<file path="config.mk">
export PLATFORM = sky130hd
export DESIGN_NAME = arrow_sequencer
export DESIGN_NICKNAME = d
export VERILOG_FILES = /design/src/rtl/arrow_pkg.sv /design/src/rtl/arrow_slot.sv /design/src/rtl/arrow_sequencer.sv
export SDC_FILE = /design/constraint.sdc
export NUM_CORES = 1
export LEC_CHECK = 0
export CAP_MARGIN = 30
export CORE_ASPECT_RATIO = 1.2
export CORE_MARGIN = 4
export CORE_UTILIZATION = 35
export DETAILED_ROUTE_END_ITERATION = 10
export PLACE_DENSITY = 0.55
export SKIP_CTS_REPAIR_TIMING = 1
export SLEW_MARGIN = 25
export SYNTH_ARGS = -nofsm -noshare
export SYNTH_HDL_FRONTEND = slang
export SYNTH_HIERARCHICAL = 1
export SYNTH_SLANG_ARGS = --single-unit
</file>
<file path="constraint.sdc">
create_clock -name clk_in -period 4.2 [get_ports clk_in]
set_clock_uncertainty 0.2 [all_clocks]
set_input_delay 0.84 -clock clk_in [delete_from_list [all_inputs] [get_ports clk_in]]
set_output_delay 0.84 -clock clk_in [all_outputs]
set_load 0.05 [all_outputs]
</file>
<file path="src/rtl/arrow_pkg.sv">
// Shared types and default geometry for the arrow sequencer and its slot registers.
package arrow_pkg;

  // Arrow direction doubles as the sprite rotate code.
  typedef enum logic [1:0] {
    UP    = 2'd0,
    DOWN  = 2'd1,
    LEFT  = 2'd2,
    RIGHT = 2'd3
  } arrow_dir_t;

  // Sequencer top-level states.
  typedef enum logic [1:0] {
    IDLE  = 2'd0,
    RUN   = 2'd1,
    DRAIN = 2'd2
  } seq_state_t;

  localparam int DEF_NUM_SLOTS = 4;
  localparam int DEF_SPEED     = 2;
  localparam int DEF_HIT_Y     = 400;
  localparam int DEF_WINDOW    = 16;
  localparam int DEF_X_BASE    = 200;
  localparam int DEF_X_STEP    = 40;

  localparam int Y_MAX = 1023;

  // Move a y coordinate down by step pixels, sticking at the bottom of the 10-bit range.
  function automatic logic [9:0] y_advance(input logic [9:0] y, input int step);
    int sum;
    sum = int'(y) + step;
    if (sum > Y_MAX) begin
      return 10'(Y_MAX);
    end
    return 10'(sum);
  endfunction

  // Horizontal lane position for a given direction.
  function automatic logic [10:0] lane_x(input arrow_dir_t dir, input int base, input int step);
    return 11'(base + int'(dir) * step);
  endfunction

endpackage

</file>
<file path="src/rtl/arrow_slot.sv">
// One live-arrow register set: active flag, position and rotate code.
// Clear wins over load, load wins over move; an idle slot reads as all zeros.
module arrow_slot
  import arrow_pkg::*;
#(
  parameter int SPEED = DEF_SPEED
) (
  input  logic        clk_in,
  input  logic        rst_n_in,
  input  logic        load_in,
  input  logic [10:0] load_x_in,
  input  logic [1:0]  load_rot_in,
  input  logic        move_in,
  input  logic        clear_in,
  output logic        active_out,
  output logic [10:0] x_out,
  output logic [9:0]  y_out,
  output logic [1:0]  rot_out
);

  // Slot state: cleared on retirement/drain, seeded at the top on spawn, slid down on ticks.
  always_ff @(posedge clk_in or negedge rst_n_in) begin
    if (!rst_n_in) begin
      active_out <= 1'b0;
      x_out      <= '0;
      y_out      <= '0;
      rot_out    <= '0;
    end else if (clear_in) begin
      active_out <= 1'b0;
      x_out      <= '0;
      y_out      <= '0;
      rot_out    <= '0;
    end else if (load_in) begin
      active_out <= 1'b1;
      x_out      <= load_x_in;
      y_out      <= '0;
      rot_out    <= load_rot_in;
    end else if (move_in && active_out) begin
      y_out <= y_advance(y_out, SPEED);
    end
  end

endmodule

</file>
<file path="src/rtl/arrow_sequencer.sv">
// Rhythm-game arrow sequencer: spawns falling arrows into a ring of slots,
// judges button presses against the oldest arrow and keeps score and combo.
module arrow_sequencer
  import arrow_pkg::*;
#(
  parameter int NUM_SLOTS = DEF_NUM_SLOTS,
  parameter int SPEED     = DEF_SPEED,
  parameter int HIT_Y     = DEF_HIT_Y,
  parameter int WINDOW    = DEF_WINDOW,
  parameter int X_BASE    = DEF_X_BASE,
  parameter int X_STEP    = DEF_X_STEP
) (
  input  logic                   clk_in,
  input  logic                   rst_n_in,
  input  logic                   enable_in,
  input  logic                   frame_tick_in,
  input  logic                   spawn_valid_in,
  input  logic [1:0]             spawn_dir_in,
  output logic                   spawn_ready_out,
  input  logic                   btn_valid_in,
  input  logic [1:0]             btn_dir_in,
  output logic [NUM_SLOTS*11-1:0] slot_x_out,
  output logic [NUM_SLOTS*10-1:0] slot_y_out,
  output logic [NUM_SLOTS*2-1:0]  slot_rot_out,
  output logic [NUM_SLOTS-1:0]    slot_active_out,
  output logic [NUM_SLOTS-1:0]    slot_next_out,
  output logic                   hit_out,
  output logic                   miss_out,
  output logic [7:0]             score_out,
  output logic [7:0]             combo_out
);

  localparam int IDX_W = (NUM_SLOTS > 1) ? $clog2(NUM_SLOTS) : 1;
  localparam int CNT_W = IDX_W + 1;
  localparam logic [CNT_W-1:0] FULL = CNT_W'(NUM_SLOTS);
  localparam int EARLY_Y = HIT_Y - WINDOW;
  localparam int LATE_Y  = HIT_Y + WINDOW;

  seq_state_t state_q;
  seq_state_t state_d;

  logic [IDX_W-1:0] head_q;
  logic [IDX_W-1:0] tail_idx;
  logic [CNT_W-1:0] count_q;

  logic [10:0] x_arr   [NUM_SLOTS];
  logic [9:0]  y_arr   [NUM_SLOTS];
  logic [1:0]  rot_arr [NUM_SLOTS];

  logic [NUM_SLOTS-1:0] load_vec;
  logic [NUM_SLOTS-1:0] clear_vec;

  arrow_dir_t  spawn_dir;
  logic [10:0] spawn_x;
  logic [9:0]  head_y;
  logic [9:0]  head_y_moved;
  logic [1:0]  head_rot;
  logic        has_head;
  logic        in_window;
  logic        late;

  logic spawn_fire;
  logic tick_move;
  logic btn_hit;
  logic btn_miss;
  logic timeout;
  logic drain_clear;
  logic retire;

  assign spawn_dir    = arrow_dir_t'(spawn_dir_in);
  assign spawn_x      = lane_x(spawn_dir, X_BASE, X_STEP);
  assign tail_idx     = head_q + count_q[IDX_W-1:0];
  assign has_head     = (count_q != '0);
  assign head_y       = y_arr[head_q];
  assign head_rot     = rot_arr[head_q];
  assign head_y_moved = frame_tick_in ? y_advance(head_y, SPEED) : head_y;
  assign in_window    = (int'(head_y) >= EARLY_Y) && (int'(head_y) <= LATE_Y);
  assign late         = (int'(head_y_moved) > LATE_Y);
  assign retire       = btn_hit || timeout;

  // Current game state.
  always_ff @(posedge clk_in or negedge rst_n_in) begin
    if (!rst_n_in) begin
      state_q <= IDLE;
    end else begin
      state_q <= state_d;
    end
  end

  // Next state plus per-cycle judgement; all inputs are only honoured while running.
  always_comb begin
    state_d         = state_q;
    spawn_ready_out = 1'b0;
    spawn_fire      = 1'b0;
    tick_move       = 1'b0;
    btn_hit         = 1'b0;
    btn_miss        = 1'b0;
    timeout         = 1'b0;
    drain_clear     = 1'b0;
    case (state_q)
      IDLE: begin
        if (enable_in) begin
          state_d = RUN;
        end
      end
      RUN: begin
        if (!enable_in) begin
          state_d = DRAIN;
        end
        spawn_ready_out = (count_q < FULL);
        spawn_fire      = spawn_valid_in && spawn_ready_out;
        tick_move       = frame_tick_in;
        if (btn_valid_in) begin
          if (has_head && in_window && (btn_dir_in == head_rot)) begin
            btn_hit = 1'b1;
          end else begin
            btn_miss = 1'b1;
          end
        end else if (has_head && late) begin
          timeout = 1'b1;
        end
      end
      DRAIN: begin
        drain_clear = 1'b1;
        state_d     = IDLE;
      end
      default: begin
        state_d = IDLE;
      end
    endcase
  end

  // Ring-buffer bookkeeping, score/combo and the judgement pulses.
  always_ff @(posedge clk_in or negedge rst_n_in) begin
    if (!rst_n_in) begin
      head_q    <= '0;
      count_q   <= '0;
      score_out <= '0;
      combo_out <= '0;
      hit_out   <= 1'b0;
      miss_out  <= 1'b0;
    end else begin
      hit_out  <= btn_hit;
      miss_out <= btn_miss || timeout;
      if (drain_clear) begin
        head_q    <= '0;
        count_q   <= '0;
        combo_out <= '0;
      end else begin
        if (retire) begin
          head_q <= head_q + IDX_W'(1);
        end
        if (spawn_fire && !retire) begin
          count_q <= count_q + CNT_W'(1);
        end else if (!spawn_fire && retire) begin
          count_q <= count_q - CNT_W'(1);
        end
        if (btn_hit) begin
          if (score_out != 8'hFF) begin
            score_out <= score_out + 8'd1;
          end
          if (combo_out != 8'hFF) begin
            combo_out <= combo_out + 8'd1;
          end
        end else if (btn_miss || timeout) begin
          combo_out <= '0;
        end
      end
    end
  end

  for (genvar i = 0; i < NUM_SLOTS; i++) begin : g_slot
    assign load_vec[i]  = spawn_fire && (tail_idx == IDX_W'(i));
    assign clear_vec[i] = drain_clear || (retire && (head_q == IDX_W'(i)));

    arrow_slot #(
      .SPEED(SPEED)
    ) u_slot (
      .clk_in      (clk_in),
      .rst_n_in    (rst_n_in),
      .load_in     (load_vec[i]),
      .load_x_in   (spawn_x),
      .load_rot_in (spawn_dir_in),
      .move_in     (tick_move),
      .clear_in    (clear_vec[i]),
      .active_out  (slot_active_out[i]),
      .x_out       (x_arr[i]),
      .y_out       (y_arr[i]),
      .rot_out     (rot_arr[i])
    );

    assign slot_x_out[i*11 +: 11]  = x_arr[i];
    assign slot_y_out[i*10 +: 10]  = y_arr[i];
    assign slot_rot_out[i*2 +: 2]  = rot_arr[i];
    assign slot_next_out[i]        = has_head && (head_q == IDX_W'(i));
  end

endmodule

</file>
# After elaboration in Yosys (flattened, before gate mapping)

Cells that the tools add are included.

Add/sub/neg operators: 12
$mul: 1
Magnitude comparators: 10
Eq/ne operators: 14
Multiplexer cells: 95
Bitwise operators: 2
Reductions and logical operators: 49

Operators by type and width:

| kind                    | number |
|---|---|
| $mux W10                | 25 |
| $gt A32 B11 Y1 const B  | 4 |
| $mux W11                | 8 |
| $add A10 B2 Y11 const B | 5 |
| $mux W1                 | 38 |
| $mux W8                 | 4 |
| $mux W2                 | 14 |
| $logic_and A1 B1 Y1     | 23 |
| $reduce_bool A3 Y1      | 7 |
| $bmux W10 S2            | 1 |
| $add A8 B1 Y8 const B   | 2 |
| $ne A8 B8 Y1 const B    | 2 |
| $gt A11 B10 Y1 const B  | 1 |
| $eq A2 B2 Y1 const B    | 5 |
| $ge A10 B9 Y1 const B   | 1 |
| $gt A10 B9 Y1 const B   | 1 |
| $le A10 B9 Y1 const B   | 1 |
| $reduce_bool A2 Y1      | 5 |
| $add A8 B8 Y9 const A   | 1 |
| $mux W3                 | 3 |
| $eq A2 B1 Y1 const B    | 3 |
| $logic_not A2 Y1        | 3 |
| $logic_or A1 B1 Y1      | 6 |
| $mul A2 B3 Y5 const B   | 1 |
| 16 further kinds        | 19 |

Bits in registers: 121
Input bits: 10
Output and inout port bits: 119
Logic and storage cells: 206

# Depth between registers and ports, before layout

Gate-level depths: netlist of the first run.

Depth in word-level cells: 22
Depth in mapped cells: 16
Depth with buffers taken out: 12

# Modules after synthesis

The synthesis of the first run kept the hierarchy.

Modules (own cells, without submodules):

| module          | instances | cells each | area each (µm²) | seq. area each (µm²) |
|---|---|---|---|---|
| arrow_slot      | 4         | 117        | 1198.6          | 600.6 |
| arrow_sequencer | 1         | 221        | 2212.1          | 625.6 |

# Worst setup path after synthesis of the first run

No wires, ideal clock.

Path kind: flip-flop to flip-flop
Start point: reg g_slot[1].u_slot.y_out[8]
End point: reg count_q[2]
Setup time: 82 ps
Data arrival time: 3640 ps
Required time: 3918 ps
Slack: 278 ps
Cell stages (with the launch flop): 12
Buffers on the path: 1
Clock period less this slack: 3922 ps
Path through: dfrtp_1 mux4_2 nand2_1 or4_1 or4_4 and3_1 nand2_1 buf_4 nor2_1 fa_1 or3_1 a31oi_1

Word-level cells in the longest chain between the ends: 18
Elaborated cells on any way between the ends: 28
Those cells by class: 1 x add/sub; 4 x order compare; 14 x mux; 9 x reduce/logical

Ends and longest elaborated chain:

| element                                       | RTL line               | text |
|---|---|---|
| from (decl)                                   | arrow_slot.sv:17       | `output logic [9:0] y_out,` |
| from (signal assigned)                        | arrow_slot.sv:39       | `y_out <= y_advance(y_out, SPEED);` |
| $bmux W10 S2 *                                | arrow_sequencer.sv:74  | `assign head_y = y_arr[head_q];` |
| $mux W10 (not written as such) * (2 in a row) | arrow_sequencer.sv:74  |  |
| $add A10 B2 Y11                               | arrow_pkg.sv:31        | `sum = int'(y) + step;` |
| $gt A11 B10 Y1                                | arrow_pkg.sv:32        | `if (sum > Y_MAX) begin` |
| $mux W1                                       | arrow_pkg.sv:32        |  |
| $mux W10                                      | arrow_pkg.sv:35        | `return 10'(sum);` |
| $mux W10                                      | arrow_sequencer.sv:76  | `assign head_y_moved = frame_tick_in ? y_advance(head_y, SPEED) : head_y;` |
| $gt A10 B9 Y1                                 | arrow_sequencer.sv:78  | `assign late = (int'(head_y_moved) > LATE_Y);` |
| $logic_and A1 B1 Y1                           | arrow_sequencer.sv:119 | `end else if (has_head && late) begin` |
| $mux W1                                       | arrow_sequencer.sv:119 |  |
| $mux W1                                       | arrow_sequencer.sv:113 | `if (btn_valid_in) begin` |
| $mux W1                                       | arrow_sequencer.sv:100 | `case (state_q)` |
| $logic_or A1 B1 Y1 *                          | arrow_sequencer.sv:79  | `assign retire = btn_hit \|\| timeout;` |
| $logic_not A1 Y1                              | arrow_sequencer.sv:153 | `if (spawn_fire && !retire) begin` |
| $logic_and A1 B1 Y1                           | arrow_sequencer.sv:153 |  |
| $mux W3                                       | arrow_sequencer.sv:153 |  |
| $mux W3                                       | arrow_sequencer.sv:145 | `if (drain_clear) begin` |
| to (signal assigned)                          | arrow_sequencer.sv:154 | `count_q <= count_q + CNT_W'(1);` |
| to (signal assigned)                          | arrow_sequencer.sv:156 | `count_q <= count_q - CNT_W'(1);` |
| to (decl)                                     | arrow_sequencer.sv:44  | `logic [CNT_W-1:0] count_q;` |

Every way passes the cells marked *; elsewhere a longest branch is shown, timed or not. The select of a mux whose other input is x is not followed.
A chain may end at the register's enable or synchronous reset.

# Final worst setup path of the first run

Start point: reg head_q[0]
End point: reg g_slot[0].u_slot.y_out[2]

Word-level cells in the longest chain between the ends: 18
Elaborated cells on any way between the ends: 36
Those cells by class: 2 x add/sub; 4 x order compare; 1 x eq/ne; 17 x mux; 1 x bitwise; 11 x reduce/logical

Ends and longest elaborated chain:

| element                                                         | RTL line                                     | text |
|---|---|---|
| from (decl)                                                     | arrow_sequencer.sv:42                        | `logic [IDX_W-1:0] head_q;` |
| from (signal assigned)                                          | arrow_sequencer.sv:151                       | `head_q <= head_q + IDX_W'(1);` |
| $not A2 Y3 (not written as such)                                | arrow_sequencer.sv:74, arrow_sequencer.sv:75 |  |
| $bmux W10 S2                                                    | arrow_sequencer.sv:74                        |  |
| $mux W10 (not written as such) (2 in a row)                     | arrow_sequencer.sv:74                        |  |
| $add A10 B2 Y11                                                 | arrow_pkg.sv:31                              |  |
| $gt A11 B10 Y1                                                  | arrow_pkg.sv:32                              |  |
| $mux W1                                                         | arrow_pkg.sv:32                              |  |
| $mux W10                                                        | arrow_pkg.sv:35                              |  |
| $mux W10                                                        | arrow_sequencer.sv:76                        |  |
| [... 2 more ...]                                                | n/a                                          |  |
| $mux W1                                                         | arrow_sequencer.sv:119                       |  |
| $mux W1                                                         | arrow_sequencer.sv:113                       |  |
| $mux W1                                                         | arrow_sequencer.sv:100                       |  |
| $logic_or A1 B1 Y1                                              | arrow_sequencer.sv:79                        |  |
| $logic_and A1 B1 Y1 *                                           | arrow_sequencer.sv:174                       | `assign clear_vec[i] = drain_clear \|\| (retire && (head_q == IDX_W'(i)));` |
| $logic_or A1 B1 Y1 *                                            | arrow_sequencer.sv:174                       |  |
| named net clear_vec[0]                                          | arrow_sequencer.sv:51                        | `logic [NUM_SLOTS-1:0] clear_vec;` |
| $reduce_bool A3 Y1 (no line) / $mux W10 (equally long branches) | n/a                                          |  |
| to (signal assigned)                                            | arrow_slot.sv:39                             |  |
| to (decl)                                                       | arrow_slot.sv:17                             |  |

Mark *: on every way through the listed nets, which the timed path passes. The rest lies on a longest branch. The select of a mux whose other input is x is not followed.

==> impl_metrics.ini, run 1 <==
[run_status]
status = finished clean

[setup_path]
worstSetupStartpointType = register
crit_fanout = 11
critPathRequiredTime_ns = 4.33
rr_startpoint = head_q[0]
cp.depth = 14
cpMaxStageDelayCell = mux4_2
setup.worst_path.end_class = register
r2r_slack_ns = 0.33
critPathLaunch = head_q[0]
critPathMaxStageDelay_ns = 0.61
path_cells = buf_4 -> mux4_2 -> inv_1 -> ha_1 -> nor3_1 -> a31oi_1 -> o2111ai_2 -> nand2_1 -> buf_4 -> a21o_1 -> or2_1 -> nor3_1 -> nand4_1 -> o22ai_1
critPathCapture = g_slot[0].u_slot/y_out[2]
r2r_cells = 14
worstPathBufferInverterCount = 3
worstSetupPathType = reg2reg
arrival_ns = 4.00
regToRegEndpoint = g_slot[0].u_slot/y_out[2]
crit_family = simple AND/OR/NAND/NOR gates

[clock_network]
cts-root-buf = clkbuf_16
worst_skew_pair.late_latency_ns = 0.42
cts-buffers-inserted = 17
path_clk_slew_ns = 0.06
clock-sinks = 121
cts_tree = done
cts.htree.levels = 4
clockBufferDepth = 2

[cells_and_area]
post-route-cell-area_um2 = 9390
drive_above_1_share_pct = 11.3
multiInputGateArea_um2 = 3840
fillers = 1854
n_antenna_cell = 0
syn_to_final_growth_pct = 34.1
nets = 892
final_cell_mix = clkdlybuf4s50_1, dfrtp_1, nor2_1
seq_area_um2 = 3030
final_common_cell = clkdlybuf4s50_1

[timing]
rsz0062_at_grt = no
hold_violations = 0
min_period_ns = 3.87
fmax_mhz = 258
slew_headroom_pct = 57.1
period_share_pct = 92.2
tns_ns = 0
timing.final.max_slew_violations = 0
setup_ws_ns = 0.327
whs_ns = 0.229
worst_slew_pin_slew_ns = 0.643
final-setup-viol-count = 0

[floorplanning]
num_io_pins = 129
placeableCoreArea_um2 = 19600
rows = 56
dieArea_um2 = 22400
dieWidth_um = 137
die_h_um = 163
initial_utilization_pct = 35.7

[power_and_ir_drop]
switching_share_pct = 41.4
netSwitchingPower_mw = 2.14
ir_drop_uv = 509
p_leak_nw = 4.18
pwr-share-clk_pct = 28.8
intPower_mw = 3.02
power_frac_seq_pct = 32.1
p_comb_share_pct = 39.1
power_density_nw_per_um2 = 549

[grt]
overflow = 0
antenna_found_initial = 0
grt_pass1_vias = 6098
grt_usage_pct = 19.0
grt_pass1_wl_mm = 32.9
grt_max_degree = 80

[detailed_routing]
wl_per_cell_um = 18.3
drtIter0Drc = 368
dr.pass1.iters = 5
postRouteAntennaNets = 0
via_count = 5919
via_per_inst = 5.22
remaining_drc_errors = 0
routed_wl_mm = 20.7

[logic_synthesis]
ys_types = 66
ys_seq_area_share_pct = 43.2
ys_ff_latch = 121
postSynthCellCount = 689
synth_ff_type = dfrtp_1
synth_edf_count = 0
syn_area_um2 = 7010
async_flop_share_pct = 100
synth.avg_cell_area_um2 = 10.2
yosysWarnings = 6

[place]
pre_cts_ws_ns = 0.273
place_area_um2 = 8800
portBuffers = 128
dp_hpwl_mm = 15.5
gp_congestion = 0.888

[worst_hold_path]
hold_class = in2async

[job]
drv_cap = 0
==> per-layer routing <==
metal / global-route usage [%] / part of all wire [%] / vias to the layer above
li1: - / - / 2819
met1: 23.5 / 43 / 2900
met2: 31.4 / 49 / 177
met3: 6.40 / 6.8 / 23
met4: 5.35 / 1.2 / 0
met5: 0 / 0 / -
==> metrics by stage <==
step | instances | power (mW) | util (%)
finish | 1134 | 5.16 | 47.9
global route | 1134 | 5.42 | 47.9
CTS | 1134 | 5.21 | 47.9
detailed placement | 1102 | 3.69 | 44.8
global placement | 1101 | 3.66 | 44.8
floorplan | 708 | 2.93 | -
==> cells by family after synthesis <==
logic type      share of synthesized area [%]
compound gates                           9.82
xor+xnor                                 4.82
fa+ha+maj                                4.04
buf+inv                                  3.21
flops                                    43.2
mux                                      12.0
other cells                            0.0535
simple gates                             22.8
==> cells in the mapped netlist, types with 7 or more instances <==
library cell | instances | area (um2)
a21o_1 | 9 | 67.6
and2_1 | 12 | 75.1
and3_1 | 25 | 156
buf_2 | 17 | 85.1
clkbuf_1 | 7 | 26.3
dfrtp_1 | 121 | 3030
ha_1 | 21 | 263
inv_1 | 17 | 63.8
mux2i_1 | 53 | 531
mux4_2 | 7 | 158
nand2_1 | 47 | 176
nand3_1 | 24 | 120
nand4_1 | 14 | 87.6
nor2_1 | 95 | 357
nor2b_1 | 12 | 75.1
nor3_1 | 24 | 120
o21ai_0 | 31 | 155
o22ai_1 | 14 | 87.6
xnor2_1 | 21 | 184
xor2_1 | 15 | 131
==> state kept, by name, indices dropped and copies added (netlist names) <==
name                      cells
combo_out                     8
count_q                       3
g_slot.u_slot/active_out      4
g_slot.u_slot/rot_out         8
g_slot.u_slot/x_out          44
g_slot.u_slot/y_out          40
head_q                        2
hit_out                       1
miss_out                      1
score_out                     8
state_q                       2
==> power groups by stage <==
stage | clock network, mW | registers [mW] | logic (mW)
CTS | 1.52 | 1.66 | 2.03
detailed placement | 0 | 1.67 | 2.02
global route | 1.58 | 1.69 | 2.14
global placement | 0 | 1.66 | 2.00
finish | 1.48 | 1.66 | 2.02
floorplan | 0 | 2.39 | 0.534
==> worst min path at each step <==
stage                            start           end  slack [ns]  cells after the start
final                         rst_n_in  score_out[4]        0.23                      1
after global routing          rst_n_in  score_out[4]        0.27                      1
after CTS                     rst_n_in  score_out[4]        0.23                      1
after detailed placement  score_out[6]  score_out[6]        0.28                      1
after global placement    score_out[6]  score_out[6]        0.28                      1
after floorplan             state_q[1]    state_q[0]        0.25                      1
==> layout make-up <==
cell class,instances,area share (%)
Sequential cell,121,32.2
Multi-Input combinational cell,542,40.9
Inverter,17,0.679
Tap cell,261,3.48
Timing Repair Buffer,161,16.4
Clock buffer,20,4.76
Clock inverter,12,1.59
(Power assumes the default switching activity.)
==> run 2, diff against run 1 <==
- clock period: 4.2 -> 4.6 ns (I/O delays scaled with it)
==> run 2 against run 1 <==
Effect of this change: count of clock-buffer cells in the layout fell by 3; maximum frequency fell by 8.0%; clock power fell by 10%; non-clock buffer count fell by 14; sequential share of layout area rose by 0.38 points; worst setup slack improved by 0.064 ns; total power fell by 9.5%; final cell count fell by 1.2%; final area fell by 1.2%; critical endpoint is now count_q[2]; largest cell class unchanged; largest power group unchanged.
==> impl_metrics.ini, run 2 (synthesis gave the netlist of run 1 again) <==
[floorplanning]
dieWidth_um = 137
initial_utilization_pct = 35.7
placeableCoreArea_um2 = 19600
dieArea_um2 = 22400
die_h_um = 163
rows = 56
num_io_pins = 129

[setup_path]
crit_fanout = 12
critPathRequiredTime_ns = 4.73
r2r_cells = 11
worstSetupPathType = reg2reg
setup.worst_path.end_class = register
worstSetupStartpointType = register
arrival_ns = 4.34

[place]
post-place-cells = 1087
portBuffers = 128
gp_congestion = 0.905
dp_hpwl_mm = 15.5

[worst_hold_path]
hold_class = in2async

[power_and_ir_drop]
pwr-share-clk_pct = 28.4
power_density_nw_per_um2 = 503
p_comb_share_pct = 38.9
ir_drop_uv = 379
power_frac_seq_pct = 32.8
intPower_mw = 2.65
netSwitchingPower_mw = 2.02
p_leak_nw = 4.11
switching_share_pct = 43.2

[timing]
slew_headroom_pct = 59.4
hold_violations = 0
period_share_pct = 91.5
fmax_mhz = 238
min_period_ns = 4.21
worst_slew_pin_slew_ns = 0.609
timing.final.max_slew_violations = 0
tns_ns = 0
final-setup-viol-count = 0
rsz0062_at_grt = no

[detailed_routing]
drtIter0Drc = 411
remaining_drc_errors = 0
via_per_inst = 5.32
via_count = 5955
routed_wl_mm = 20.8
wl_per_cell_um = 18.6
dr.pass1.iters = 4
postRouteAntennaNets = 0

[cells_and_area]
nets = 878
syn_to_final_growth_pct = 32.5
final_common_cell = clkdlybuf4s50_1
drive_above_1_share_pct = 10.1
top_regs = g_slot.u_slot/x_out: 44 flops, g_slot.u_slot/y_out: 40 flops
n_antenna_cell = 0
largest_register_ffs = 44
top_register = g_slot.u_slot/x_out
layout.cells.non_filler = 1120
fillers = 1844
final_cell_mix = clkdlybuf4s50_1, dfrtp_1, nor2_1

[grt]
overflow = 0
antenna_found_initial = 2
grt_usage_pct = 19.2
grt_pass1_vias = 5986
grt_pass1_wl_mm = 33.4
grt_max_degree = 52

[clock_network]
cts-root-buf = clkbuf_16
worst_skew_pair.late_latency_ns = 0.42
clockBufferDepth = 2
path_clk_slew_ns = 0.06
clock-sinks = 121
cts-buffers-inserted = 17
cts_tree = done
cts.htree.levels = 4

[job]
drv_cap = 0

[run_status]
status = finished clean
## run 2: power groups by stage
stage | clock [mW] | sequential (mW) | combinational [mW]
6_report | 1.33 | 1.53 | 1.81
3_5_place_dp | 0 | 1.54 | 1.82
4_1_cts | 1.36 | 1.53 | 1.83
2_1_floorplan | 0 | 2.18 | 0.487
5_1_grt | 1.41 | 1.57 | 1.93
3_3_place_gp | 0 | 1.54 | 1.79
## run 2: final timing paths
kind / startpoint / to / slack, ns
setup / recovery: head_q[0] / count_q[2] / 0.39
min in group clk_in: state_q[1] / state_q[0] / 0.31
hold / removal: rst_n_in / score_out[4] / 0.23
max in group asynchronous: rst_n_in / g_slot[2].u_slot/x_out[1] / 2.99
hold reg to reg: state_q[1] / state_q[0] / 0.31
setup reg to reg: head_q[0] / count_q[2] / 0.39
## run 2: worst max-delay path, stage by stage (launching register included)
cell and delay (ns):
dfrtp_1 0.67, buf_4 0.27, mux4_1 0.58, xnor2_1 0.16, nand2_1 0.12, or4_4 0.63
and3_1 0.22, nand2_1 0.21, nor2_1 0.08, fa_1 0.42, or3_1 0.38, a31oi_1 0.17
## run 2: layout make-up
class,instances,area [um2],share of cell area [%]
clock inverter,15,159,1.71
multi-input combinational,542,3840,41.4
tap,261,327,3.52
sequential,121,3030,32.6
timing repair buffer,147,1440,15.5
inverter,17,63.8,0.687
clock buffer,17,425,4.58
## run 2: layer usage
layer	routed length, um	vias to the layer above	GRT usage, %
met2	9980	173	30.8
met4	510	4	7.03
met1	8760	2952	23.8
li1	-	2793	-
met3	1550	33	6.61
met5	26	-	0
## run 2: per-stage QoR
stage / worst slack, ns / utilization [%] / area, um2 / total power [mW] / hold WS [ns]
after global placement: 0.505 / 44.2 / 8660 / 3.34 / 0.275
final: 0.391 / 47.3 / 9280 / 4.67 / 0.228
after global routing: 0.113 / 47.3 / 9280 / 4.91 / 0.241
after floorplan: 0.678 / - / 7080 / 2.67 / 0.251
after CTS: 0.380 / 47.3 / 9280 / 4.72 / 0.223
after detailed placement: 0.378 / 44.3 / 8690 / 3.36 / 0.288
